--- src/rtl/fetch_pc_if.sv ---
// Fetch-stage bundle: decode control inputs, instruction-memory port and the
// {if_instr, if_pc, if_valid} presentation to decode.
interface fetch_pc_if;
   logic        stall;
   logic        branch_taken;
   logic [15:0] branch_offset;
   logic        jump;
   logic [25:0] jump_target;
   logic        halt_req;
   logic [31:0] imem_addr;
   logic [31:0] imem_data;
   logic [31:0] if_instr;
   logic [31:0] if_pc;
   logic        if_valid;
   logic        fault;
   logic [1:0]  state;

   modport master (
      input  stall, branch_taken, branch_offset, jump, jump_target, halt_req, imem_data,
      output imem_addr, if_instr, if_pc, if_valid, fault, state
   );

   modport slave (
      output stall, branch_taken, branch_offset, jump, jump_target, halt_req, imem_data,
      input  imem_addr, if_instr, if_pc, if_valid, fault, state
   );
endinterface

--- src/rtl/fetch_pc_unit.sv ---
// Program counter and fetch sequencer feeding a 1-cycle synchronous instruction
// memory; re-pairs the returned word with its PC and handles stall, redirect, halt, fault.
module fetch_pc_unit #(
   parameter logic [31:0] RESET_PC  = 32'h0000_0000,
   parameter int          MEM_BYTES = 128
) (
   input  logic        clk,
   input  logic        rst,
   fetch_pc_if.master  bus
);

   typedef enum logic [1:0] {
      BOOT = 2'b00,
      RUN  = 2'b01,
      HALT = 2'b10
   } state_t;

   localparam logic [31:0] MEM_LIMIT = 32'(MEM_BYTES);

   state_t      state_q, state_d;
   logic [31:0] pc_p0, pc_d;
   logic [31:0] if_pc_p1, if_pc_d;
   logic        vld_p1, vld_d;
   logic        fault_q, fault_d;

   logic        redirect;
   logic [31:0] link;
   logic [31:0] tgt;

   // A fetch address is unusable if misaligned or if any byte of the word lies past memory.
   function automatic logic bad_addr(input logic [31:0] a);
      return (a[1:0] != 2'b00) || ((a + 32'd3) >= MEM_LIMIT);
   endfunction

   function automatic logic [31:0] branch_tgt(input logic [31:0] lk, input logic [15:0] off);
      return lk + {{14{off[15]}}, off, 2'b00};
   endfunction

   function automatic logic [31:0] jump_tgt(input logic [31:0] lk, input logic [25:0] idx);
      return {lk[31:28], idx, 2'b00};
   endfunction

   always_comb begin
      link     = if_pc_p1 + 32'd4;
      redirect = vld_p1 && (bus.jump || bus.branch_taken);
      tgt      = bus.jump ? jump_tgt(link, bus.jump_target)
                          : branch_tgt(link, bus.branch_offset);
   end

   always_comb begin
      state_d = state_q;
      pc_d    = pc_p0;
      if_pc_d = if_pc_p1;
      vld_d   = vld_p1;
      fault_d = fault_q;
      unique case (state_q)
         BOOT: begin
            state_d = RUN;
            if_pc_d = pc_p0;
            vld_d   = 1'b1;
            pc_d    = pc_p0 + 32'd4;
         end
         RUN: begin
            if (bus.halt_req) begin
               state_d = HALT;
               vld_d   = 1'b0;
            end else if (bad_addr(pc_p0)) begin
               state_d = HALT;
               fault_d = 1'b1;
               vld_d   = 1'b0;
            end else if (redirect) begin
               // The fall-through word sampled at this edge is squashed: one bubble.
               pc_d  = tgt;
               vld_d = 1'b0;
            end else if (!bus.stall) begin
               if_pc_d = pc_p0;
               vld_d   = 1'b1;
               pc_d    = pc_p0 + 32'd4;
            end
         end
         HALT: begin
            vld_d = 1'b0;
         end
         default: begin
            state_d = HALT;
            vld_d   = 1'b0;
         end
      endcase
   end

   // Stage p0 -> p1: address issued to memory, word returns paired with if_pc_p1
   always_ff @(posedge clk or posedge rst) begin
      if (rst) begin
         state_q  <= BOOT;
         pc_p0    <= RESET_PC;
         if_pc_p1 <= RESET_PC;
         vld_p1   <= 1'b0;
         fault_q  <= 1'b0;
      end else begin
         state_q  <= state_d;
         pc_p0    <= pc_d;
         if_pc_p1 <= if_pc_d;
         vld_p1   <= vld_d;
         fault_q  <= fault_d;
      end
   end

   // While stalled the memory re-reads the held PC so if_instr stays stable.
   assign bus.imem_addr = (state_q == RUN && bus.stall && !redirect) ? if_pc_p1 : pc_p0;
   assign bus.if_instr  = bus.imem_data;
   assign bus.if_pc     = if_pc_p1;
   assign bus.if_valid  = vld_p1;
   assign bus.fault     = fault_q;
   assign bus.state     = state_q;

endmodule
--- src/flat_wrapper.sv ---
// flat-port wrapper written by rule: the top's interface ports become plain ports
module fetch_pc_unit_flat 
#(
   parameter logic [31:0] RESET_PC  = 32'h0000_0000,
   parameter int          MEM_BYTES = 128
)
  (clk, rst, bus_stall, bus_branch_taken, bus_branch_offset, bus_jump, bus_jump_target, bus_halt_req, bus_imem_data, bus_imem_addr, bus_if_instr, bus_if_pc, bus_if_valid, bus_fault, bus_state);
  fetch_pc_if bus_i ();
  input  logic clk;
  input  logic rst;
  input wire logic [$bits(bus_i.stall)-1:0] bus_stall;
  input wire logic [$bits(bus_i.branch_taken)-1:0] bus_branch_taken;
  input wire logic [$bits(bus_i.branch_offset)-1:0] bus_branch_offset;
  input wire logic [$bits(bus_i.jump)-1:0] bus_jump;
  input wire logic [$bits(bus_i.jump_target)-1:0] bus_jump_target;
  input wire logic [$bits(bus_i.halt_req)-1:0] bus_halt_req;
  input wire logic [$bits(bus_i.imem_data)-1:0] bus_imem_data;
  output wire logic [$bits(bus_i.imem_addr)-1:0] bus_imem_addr;
  output wire logic [$bits(bus_i.if_instr)-1:0] bus_if_instr;
  output wire logic [$bits(bus_i.if_pc)-1:0] bus_if_pc;
  output wire logic [$bits(bus_i.if_valid)-1:0] bus_if_valid;
  output wire logic [$bits(bus_i.fault)-1:0] bus_fault;
  output wire logic [$bits(bus_i.state)-1:0] bus_state;
  assign bus_i.stall = bus_stall;
  assign bus_i.branch_taken = bus_branch_taken;
  assign bus_i.branch_offset = bus_branch_offset;
  assign bus_i.jump = bus_jump;
  assign bus_i.jump_target = bus_jump_target;
  assign bus_i.halt_req = bus_halt_req;
  assign bus_i.imem_data = bus_imem_data;
  assign bus_imem_addr = bus_i.imem_addr;
  assign bus_if_instr = bus_i.if_instr;
  assign bus_if_pc = bus_i.if_pc;
  assign bus_if_valid = bus_i.if_valid;
  assign bus_fault = bus_i.fault;
  assign bus_state = bus_i.state;
  fetch_pc_unit #(.RESET_PC(RESET_PC), .MEM_BYTES(MEM_BYTES)) u_core (.clk(clk), .rst(rst), .bus(bus_i));
endmodule
--- config.mk ---
export PLATFORM = sky130hd
export DESIGN_NAME = fetch_pc_unit_flat
export DESIGN_NICKNAME = d
export VERILOG_FILES = /design/src/rtl/fetch_pc_if.sv /design/src/rtl/fetch_pc_unit.sv /design/src/flat_wrapper.sv
export SDC_FILE = /design/constraint.sdc
export NUM_CORES = 1
export LEC_CHECK = 0
export BUFFER_PORTS_ARGS = -buffer_cell sky130_fd_sc_hd__buf_2
export CORE_ASPECT_RATIO = 1.2
export CORE_UTILIZATION = 50
export CTS_BUF_LIST = sky130_fd_sc_hd__clkbuf_8
export DETAILED_ROUTE_END_ITERATION = 10
export PLACE_DENSITY = 0.9
export SLEW_MARGIN = 40
export SYNTH_ARGS = -nofsm -noshare
export SYNTH_HDL_FRONTEND = slang
export SYNTH_SLANG_ARGS = --single-unit
--- constraint.sdc ---
create_clock -name clk -period 3.4 [get_ports clk]
set_input_delay 0.68 -clock clk [delete_from_list [all_inputs] [get_ports clk]]
set_output_delay 0.68 -clock clk [all_outputs]
set_load 0.01 [all_outputs]
; After elaboration in Yosys (flattened, before gate mapping)
; Index checks and enable logic that the tools add are counted.
[op_classes]
add_sub_neg = 4
magnitude_cmp = 1
n_eq_ne = 9
muxes = 20
bitwise_logic = 2
n_reduce_logical = 13
[ops]
columns = cell, n
row1 = $mux 32, 10
row2 = $pmux 32 s2, 2
row3 = $add 32x3->32 const B, 2
row4 = $add 32x2->32 const B, 1
row5 = $add 32x32->32, 1
row6 = $ge 32x8->1 const B, 1
row7 = $ne 2x2->1 const B, 4
row8 = $ne 3x2->1 const B, 2
row9 = $pmux 2 s3, 1
row10 = $ne 5x3->1 const B, 1
row11 = $reduce_and 5->1, 1
row12 = $mux 1, 4
row13 = $mux 2, 2
row14 = $reduce_and 4->1, 1
row15 = $reduce_bool 2->1, 2
row16 = $logic_and 1x1->1, 3
row17 = $reduce_and 3->1, 1
row18 = $eq 2x1->1 const B, 1
row19 = $eq 2x2->1 const B, 1
row20 = $logic_not 2->1, 1
row21 = $logic_or 1x1->1, 2
row22 = $not 1->1, 2
row23 = $pmux 1 s2, 1
row24 = $reduce_and 2->1, 1
row25 = $logic_not 1->1, 1
[word_totals]
ff_bits = 68
in_bits = 80
out_inout_bits = 100
word_cells = 54

; Depth between registers and ports, before layout
; Gate-level depths: netlist of run 1.
[logic_depth]
word_depth = 7
depth_mapped = 19
ltp_nobuf = 18

; Worst setup path before layout of run 1
; No wires, ideal clock.
[synth_path]
kind = flip-flop to flip-flop
start = register u_core.if_pc_p1[4] (netlist: u_core.bus.if_pc[4])
end = register u_core.pc_p0[31]
t_arrival_ns = 3.626
required_ns = 3.264
path_slack_ns = -0.362
stages_incl_launch_ff = 16
path_buffers = 0
synth_period_minus_slack_ns = 3.762
cell_sequence = dfrtp_1 and4_1 nand4_1 nor2_1 nand3_1 or2_2 xnor2_1 ha_1 nor2b_1 or4_1 o21a_1 a21o_1 o21ai_0 mux2i_1 xnor2_1 o21ai_0
[synth_via]
elab_chain_len = 7
[synth_lines]
columns = item, line_no
row1 = "start, declared", fetch_pc_unit.sv:22  ; logic [31:0] if_pc_p1, if_pc_d;
row2 = "start signal, assigned", fetch_pc_unit.sv:102  ; if_pc_p1 <= if_pc_d;
row3 = $add 32x3->32 (*), fetch_pc_unit.sv:44  ; link = if_pc_p1 + 32'd4;
row4 = $add 32x32->32, fetch_pc_unit.sv:36  ; return lk + {{14{off[15]}}, off, 2'b00};
row5 = $mux 32 (*), fetch_pc_unit.sv:46  ; tgt = bus.jump ? jump_tgt(link, bus.jump_target)
row6 = $mux 32 (*), fetch_pc_unit.sv:71  ; end else if (redirect) begin
row7 = $mux 32 (*), fetch_pc_unit.sv:67  ; end else if (bad_addr(pc_p0)) begin
row8 = $mux 32 (*), fetch_pc_unit.sv:64  ; if (bus.halt_req) begin
row9 = $pmux 32 s2 (*), fetch_pc_unit.sv:56  ; unique case (state_q)
row10 = "end signal, assigned", fetch_pc_unit.sv:101  ; pc_p0 <= pc_d;
row11 = "end, declared", fetch_pc_unit.sv:21  ; logic [31:0] pc_p0, pc_d;
; Every way passes the cells marked *; elsewhere a longest branch is shown, timed or not. The select of a mux whose other input is x is not followed.
; A chain may end at the register's enable or synchronous reset.

; Final worst setup path of run 1
[layout_path]
start = register u_core.if_pc_p1[6] (netlist: u_core.bus.if_pc[6])
end = register u_core.pc_p0[24]
[layout_via]
elab_chain_len = 7
[layout_lines]
columns = item, line_no
row1 = $add 32x3->32, fetch_pc_unit.sv:44
row2 = $add 32x32->32, fetch_pc_unit.sv:36
row3 = $mux 32, fetch_pc_unit.sv:46
row4 = $mux 32, fetch_pc_unit.sv:71
row5 = $mux 32, fetch_pc_unit.sv:67
row6 = $mux 32, fetch_pc_unit.sv:64
row7 = $pmux 32 s2, fetch_pc_unit.sv:56
; No other way between the ends. The select of a mux whose other input is x is not followed.

==> metrics, run 1 <==
die area=13800 um2; grt ovf=0; CTS max path bufs=2; hold slack=0.269 ns; Least-Margin Pin Slew=0.612 ns; Starting DRT DRC Count=873; Max Fanout on Critical Path=5; pin count of the biggest net entering global routing=57; crit path DAT=3.90 ns; maximum VDD drop=0.172 mV; ANT nets after route=0; CTS clock-pin slew for the worst setup and hold paths=0.08 ns; leading cell type in the layout, fill and taps excluded=buf_4; Highest Clock Rate=275 MHz; hold buffers post-CTS=0; relative slew slack=59.2%; via count=7462; Reg2Reg Depth=17; Pint=1230 uW; Pre-Repair DR Iteration Count=6; Core Rows=45; H-tree levels=3; yosys warns=0; EDFF count, synth=0; most frequent cells in the layout=buf_4, buf_2, nand2_1; fillers=899; DRC viols=0; first-pass GRT wire length=33300 um; Critical Path Start Type=flop; pwr/cell area=191 nW/um2; initial antenna violation count=0; final core occ=68.9%; unrepaired setup endpoints after global routing=yes; Post-DP HPWL=15000 um; Syn-to-layout area delta=32.7%; HP Class=primary input to async pin; FF-to-FF setup slack=-0.23 ns; Max-Cap Viols=0; sequential share of power=47.9%; vias in the first global route=6904; top_reg_cell synth=dfrtp_1; end of the critical path=u_core.pc_p0[24]; Final GP Congestion=0.939; Clock Power Share=40.7%; initial core utilization=51.9%; sw frac=26.8%; Mapped Cells=794; failing checks=setup timing; switching power=452 uW; Fin. Hold Viols=0; io pins=180; final setup margin=-0.232 ns; Worst setup EP type=flop; # setup viols final=40; Unique masters post-synth=68; register area share after synthesis=25.5%; leakage power=0.00428 uW; wire per inst=20.1 um; Total Power=1690 uW; syn nets=906; die height=129 um; Gate power share=11.4%; Vias/cell=6.45; Core Region=12800 um2; CP Launch Point=u_core.bus.if_pc[6]; layout cells sized above 1=42.7%; RR Startpoint=u_core.bus.if_pc[6]; cts bufs inserted=9; Die Wd=107 um; Final Cycle Share=107%; PortBufs=115; # diodes=0; Async S/R FF share, synth=100%; routed wire length=23200 um; Tmin final=3.63 ns; Slew Limit Fails=0; WP data required=3.67 ns; FF-to-FF End=u_core.pc_p0[24]; Syn Area/Cell=8.40 um2; TritonCTS clock tree=built; outcome=finished with violations; gr usage total=30.4%; nets=1101; Worst-Skew Late Latency=0.37 ns; Crit Path Class=flop to flop; Synth Cell Area=6670 um2; clk sinks=68; Yosys reg bits=68; Clock Skew=0.00648 ns; Root Driver=clkbuf_8
-- how the worst min path moves through the flow --
stage                          start                   to  slack, ns  cells past startpoint
floorplan            u_core.pc_p0[1]      u_core.pc_p0[1]       0.48                      1
global placement    u_core.bus.fault     u_core.bus.fault       0.45                      2
detailed placement  u_core.bus.fault     u_core.bus.fault       0.45                      2
CTS                              rst  u_core.bus.if_pc[7]       0.28                      2
global route                     rst  u_core.bus.if_pc[7]       0.28                      2
finish                           rst  u_core.bus.if_pc[7]       0.27                      2
-- cell type report --
| cell class | instances | area [um2] | share of cell area, % |
|---|---|---|---|
| multi-input combinational | 632 | 4840 | 54.7 |
| timing repair buffer | 261 | 1840 | 20.8 |
| sequential | 68 | 1720 | 19.4 |
| tap | 164 | 205 | 2.32 |
| clock buffer | 10 | 138 | 1.56 |
| inverter | 17 | 63.8 | 0.721 |
| clock inverter | 5 | 46.3 | 0.523 |
-- flip-flops by register name, summed over array words and instances, names as in the netlist --
name	cells
u_core.bus.if_pc	32
u_core.pc_p0	32
u_core.bus.state	2
u_core.bus.fault	1
u_core.bus.if_valid	1
-- cells in the mapped netlist, types with 8 or more instances --
master / count / area share, %
a31oi_1: 11 / 1.0
xor2_1: 21 / 2.8
nand2_1: 75 / 4.2
a21o_1: 19 / 2.1
nand3_1: 32 / 2.4
nand2b_1: 8 / 0.75
nor2_1: 43 / 2.4
mux2_4: 27 / 6.1
clkbuf_1: 33 / 1.9
xnor2_1: 37 / 4.9
and3_1: 14 / 1.3
o22ai_1: 8 / 0.75
dfrtp_1: 68 / 26
o21a_1: 9 / 1.0
inv_1: 17 / 0.96
mux2_2: 32 / 5.4
nand4_1: 19 / 1.8
ha_1: 31 / 5.8
buf_4: 34 / 3.8
o21ai_0: 60 / 4.5
a21oi_1: 63 / 4.7
nor4_1: 10 / 0.94
nor3_1: 15 / 1.1
-- per-layer routing --
metal | wire length (um) | up-vias | GRT usage, %
li1 | - | 3260 | -
met1 | 8720 | 3548 | 36.6
met2 | 11200 | 507 | 51.2
met3 | 1870 | 147 | 5.32
met4 | 1380 | 0 | 17.0
met5 | 0 | - | 0
-- critical path, stage by stage, from the launching register on --
cell	delay, ns
dfrtp_2	0.37
and4_4	0.24
nand4_1	0.18
nor2_2	0.21
buf_6	0.15
buf_6	0.11
buf_4	0.11
xor2_2	0.17
ha_4	0.25
and3_1	0.16
nand3_2	0.10
nand3_4	0.10
a2111oi_4	0.41
nor2_4	0.12
a31oi_2	0.20
xnor2_1	0.18
mux2i_1	0.14
a221oi_1	0.30
-- repair_timing --
action	in CTS	in global routing
pin swaps	16	68
gates cloned	0	4
gates resized for setup	19	80
buffers inserted	4	28
endpoints found under the setup margin	10	44
-- metrics by stage --
| stage | cell area (um2) | cells | setup slack, ns | TNS, ns |
|---|---|---|---|---|
| after floorplan | 6690 | 794 | -0.0913 | -0.0913 |
| after global placement | 7930 | 1106 | -0.163 | -0.652 |
| after detailed placement | 7930 | 1106 | -0.279 | -1.44 |
| after CTS | 8230 | 1125 | -0.107 | -0.497 |
| after global routing | 8850 | 1157 | -0.331 | -6.86 |
| final | 8850 | 1157 | -0.232 | -5.38 |
-- power by group through the flow --
stage | combinational (uW) | clock [uW] | sequential, uW
2_1_floorplan | 130 | 0 | 824
3_3_place_gp | 168 | 0 | 824
3_5_place_dp | 172 | 0 | 824
4_1_cts | 174 | 671 | 808
5_1_grt | 207 | 726 | 808
6_report | 192 | 687 | 808
-- cells by family (layout without fill, tap and decap cells) --
| logic type | after synthesis | in the layout | share of synthesized area (%) |
|---|---|---|---|
| AOI/OAI and AO/OA | 219 | 219 | 20.7 |
| xor gates and xnor gates | 58 | 58 | 7.62 |
| adders and majority gates | 32 | 32 | 6.12 |
| DFF | 68 | 68 | 25.5 |
| buffers and inverters | 94 | 293 | 7.95 |
| and+or+nand+nor | 257 | 257 | 19.6 |
| muxes | 66 | 66 | 12.5 |
Power figures use the tool's default switching activity.
==> run 2: changes to the inputs <==
--- a/config.mk
+++ b/config.mk
@@ -10,7 +10,9 @@
 export CORE_UTILIZATION = 50
 export CTS_BUF_LIST = sky130_fd_sc_hd__clkbuf_8
 export DETAILED_ROUTE_END_ITERATION = 10
+export GPL_TIMING_DRIVEN = 0
 export PLACE_DENSITY = 0.9
+export RECOVER_POWER = 100
 export SLEW_MARGIN = 40
 export SYNTH_ARGS = -nofsm -noshare
 export SYNTH_HDL_FRONTEND = slang
==> run 2 against run 1 <==
Compared with the run above: the run still ends with setup timing left; first-iteration DRC count fell by 9.0%; via count fell by 1.3%; hold slack improved by 0.23 ns; maximum frequency fell by 1.8%; register-to-register slack got worse by 0.07 ns; routed wire length rose by 0.78%; sequential power barely moved; setup slack got worse by 0.066 ns.
==> metrics, run 2 (synthesis gave the netlist of run 1 again) <==
CTS clock-pin slew for the worst setup and hold paths=0.08 ns (about the same); H-tree levels=3 (unchanged); dpl cell area=7660 um2 (was 7930 um2); die height=129 um (unchanged); nets=1117 (was 1101); CTS max path bufs=2 (unchanged); Slew Limit Fails=0 (unchanged); met1 Use GR=39.5% (was 36.6%); WP data required=3.64 ns (was 3.67 ns); leading cell type in the layout, fill and taps excluded=buf_2 (was buf_4); Core Rows=45 (unchanged); design area=8800 um2 (was 8850 um2); Highest Clock Rate=270 MHz (was 275 MHz); final setup margin=-0.298 ns (was -0.232 ns); clk sinks=68 (unchanged); # diodes=0 (unchanged); cts bufs inserted=9 (unchanged); wire per inst=19.9 um (was 20.1 um); pwr/cell area=197 nW/um2 (was 191 nW/um2); Worst-Skew Late Latency=0.37 ns (about the same); first-pass GRT wire length=34500 um (was 33300 um); Core Region=12800 um2 (unchanged); layout cells sized above 1=38.6% (was 42.7%); Final GP Congestion=0.973 (was 0.939); gr usage total=32.4% (was 30.4%); Fin. Hold Viols=0 (unchanged); PortBufs=147 (was 115); Post-DP HPWL=15600 um (was 15000 um); hold slack=0.496 ns (was 0.269 ns); Vias/cell=6.27 (was 6.45); failing checks=setup timing (unchanged); routed wire length=23400 um (was 23200 um); CP max stage delay=0.44 ns (was 0.41 ns); met3 global-route usage=4.10% (was 5.32%); initial antenna violation count=0 (unchanged); GR peak layer=met2 (unchanged); leakage power=0.00409 uW (was 0.00428 uW); relative slew slack=20.7% (was 59.2%); Crit Path Class=flop to flop (unchanged); TritonCTS clock tree=built (unchanged); DRC viols=0 (unchanged); CP delay by family, top=simple AND/OR/NAND/NOR gates (unchanged); Least-Margin Pin Slew=1.19 ns (was 0.612 ns); Max-Cap Viols=0 (unchanged); cells along the critical path=and4_4 -> nand4_1 -> buf_4 -> nor2_4 -> nand3_2 -> or2_4 -> xnor2_4 -> ha_4 -> nor2b_4 -> or4_4 -> o21a_4 -> a21o_1 -> o21ai_2 -> mux2i_1 -> xnor2_1 -> o21ai_1 (was and4_4 -> nand4_1 -> nor2_2 -> buf_6 -> buf_6 -> buf_4 -> xor2_2 -> ha_4 -> and3_1 -> nand3_2 -> nand3_4 -> a2111oi_4 -> nor2_4 -> a31oi_2 -> xnor2_1 -> mux2i_1 -> a221oi_1); outcome=finished with violations (unchanged); Tmin final=3.70 ns (was 3.63 ns); Worst setup EP type=flop (unchanged); initial core utilization=51.9% (unchanged); crit path max-delay cell type=or4_4 (was a2111oi_4); # setup viols final=43 (was 40); via count=7366 (was 7462); DP Worst Slack=-0.799 ns (was -0.279 ns); crit path DAT=3.94 ns (was 3.90 ns); HP Class=flop to flop (was primary input to async pin); die area=13800 um2 (unchanged); io pins=180 (unchanged); final core occ=68.5% (was 68.9%); Starting DRT DRC Count=794 (was 873); Clock Skew=0.0106 ns (was 0.00648 ns); Syn-to-layout area delta=31.9% (was 32.7%); GR Util met2=54.5% (was 51.2%); vias in the first global route=6672 (was 6904); ANT nets after route=0 (unchanged); Pre-Repair DR Iteration Count=7 (was 6); Max Fanout on Critical Path=5 (unchanged); most frequent cells in the layout=buf_2, buf_4, nand2_1 (was buf_4, buf_2, nand2_1); pin count of the biggest net entering global routing=46 (was 57); WP buf/inv=1 (was 3); unrepaired setup endpoints after global routing=yes (unchanged); Critical Path Start Type=flop (unchanged); Die Wd=107 um (unchanged); maximum VDD drop=0.145 mV (was 0.172 mV); grt ovf=0 (unchanged); Final Cycle Share=109% (was 107%); Root Driver=clkbuf_8 (unchanged)
[run 2: cell count changes in the layout (fill, tap and decap cells not counted), moves of 7 or more]
cell | previous run | this run
dfrtp_2 | 11 | 18
clkbuf_1 | 0 | 62
clkbuf_2 | 0 | 11
buf_4 | 130 | 85
buf_2 | 115 | 103
dfrtp_1 | 57 | 50
[run 2: final cells by class]
class	count	area [um2]
Multi-Input combinational cell	632	4930
Fill cell	999	4040
Sequential cell	68	1720
Timing Repair Buffer	206	1200
Buffer	71	477
Tap cell	164	205
Clock buffer	10	138
Inverter	17	67.6
Clock inverter	6	56.3
[run 2: timing repair]
item	in CTS	in global routing
setup buffers	31	26
pin swaps	24	40
resized for setup	60	90
cloned	0	2
hold buffers	0	0
endpoints found under the setup margin	82	72
[run 2: worst min-delay path: cells and delay by family, from the launching register on]
| kind | cells | cell delay (ns) |
|---|---|---|
| flops | 1 | 0.36 |
| buf+inv | 1 | 0.04 |
| compound gates | 1 | 0.06 |
[run 2: path summary, 6_finish.rpt]
kind | from | end | slack [ns] | depth (start not counted)
worst min-delay path | u_core.bus.fault | u_core.bus.fault | 0.50 | 2
min in group asynchronous | rst | u_core.pc_p0[11] | 0.51 | 2
max in group asynchronous | rst | u_core.pc_p0[20] | 1.13 | 3
worst max register to register | u_core.bus.if_pc[4] | u_core.pc_p0[31] | -0.30 | 16
worst max-delay path | u_core.bus.if_pc[4] | u_core.pc_p0[31] | -0.30 | 16
worst min register to register | u_core.bus.fault | u_core.bus.fault | 0.50 | 2
[run 2: stage by stage]
| stage | instances | TNS (ns) | power, uW |
|---|---|---|---|
| 2_1_floorplan | 794 | -0.0913 | 954 |
| 3_3_place_gp | 1105 | -33.24 | 1030 |
| 3_5_place_dp | 1106 | -34.59 | 1040 |
| 4_1_cts | 1148 | -3.80 | 1720 |
| 5_1_grt | 1174 | -7.27 | 1790 |
| 6_report | 1174 | -4.16 | 1730 |
[run 2: where the power goes]
group          leakage, uW  internal [uW]  switching, uW
clock network     0.000109            353            340
logic              0.00309           98.3            132
registers         0.000897            808              0
[run 2: layer usage]
| layer | up-vias | part of all wire (%) | wire (um) |
|---|---|---|---|
| li1 | 3299 | - | - |
| met1 | 3489 | 38 | 8770 |
| met2 | 456 | 49 | 11400 |
| met3 | 122 | 8.3 | 1950 |
| met4 | 0 | 5.6 | 1310 |
| met5 | - | 0 | 0 |
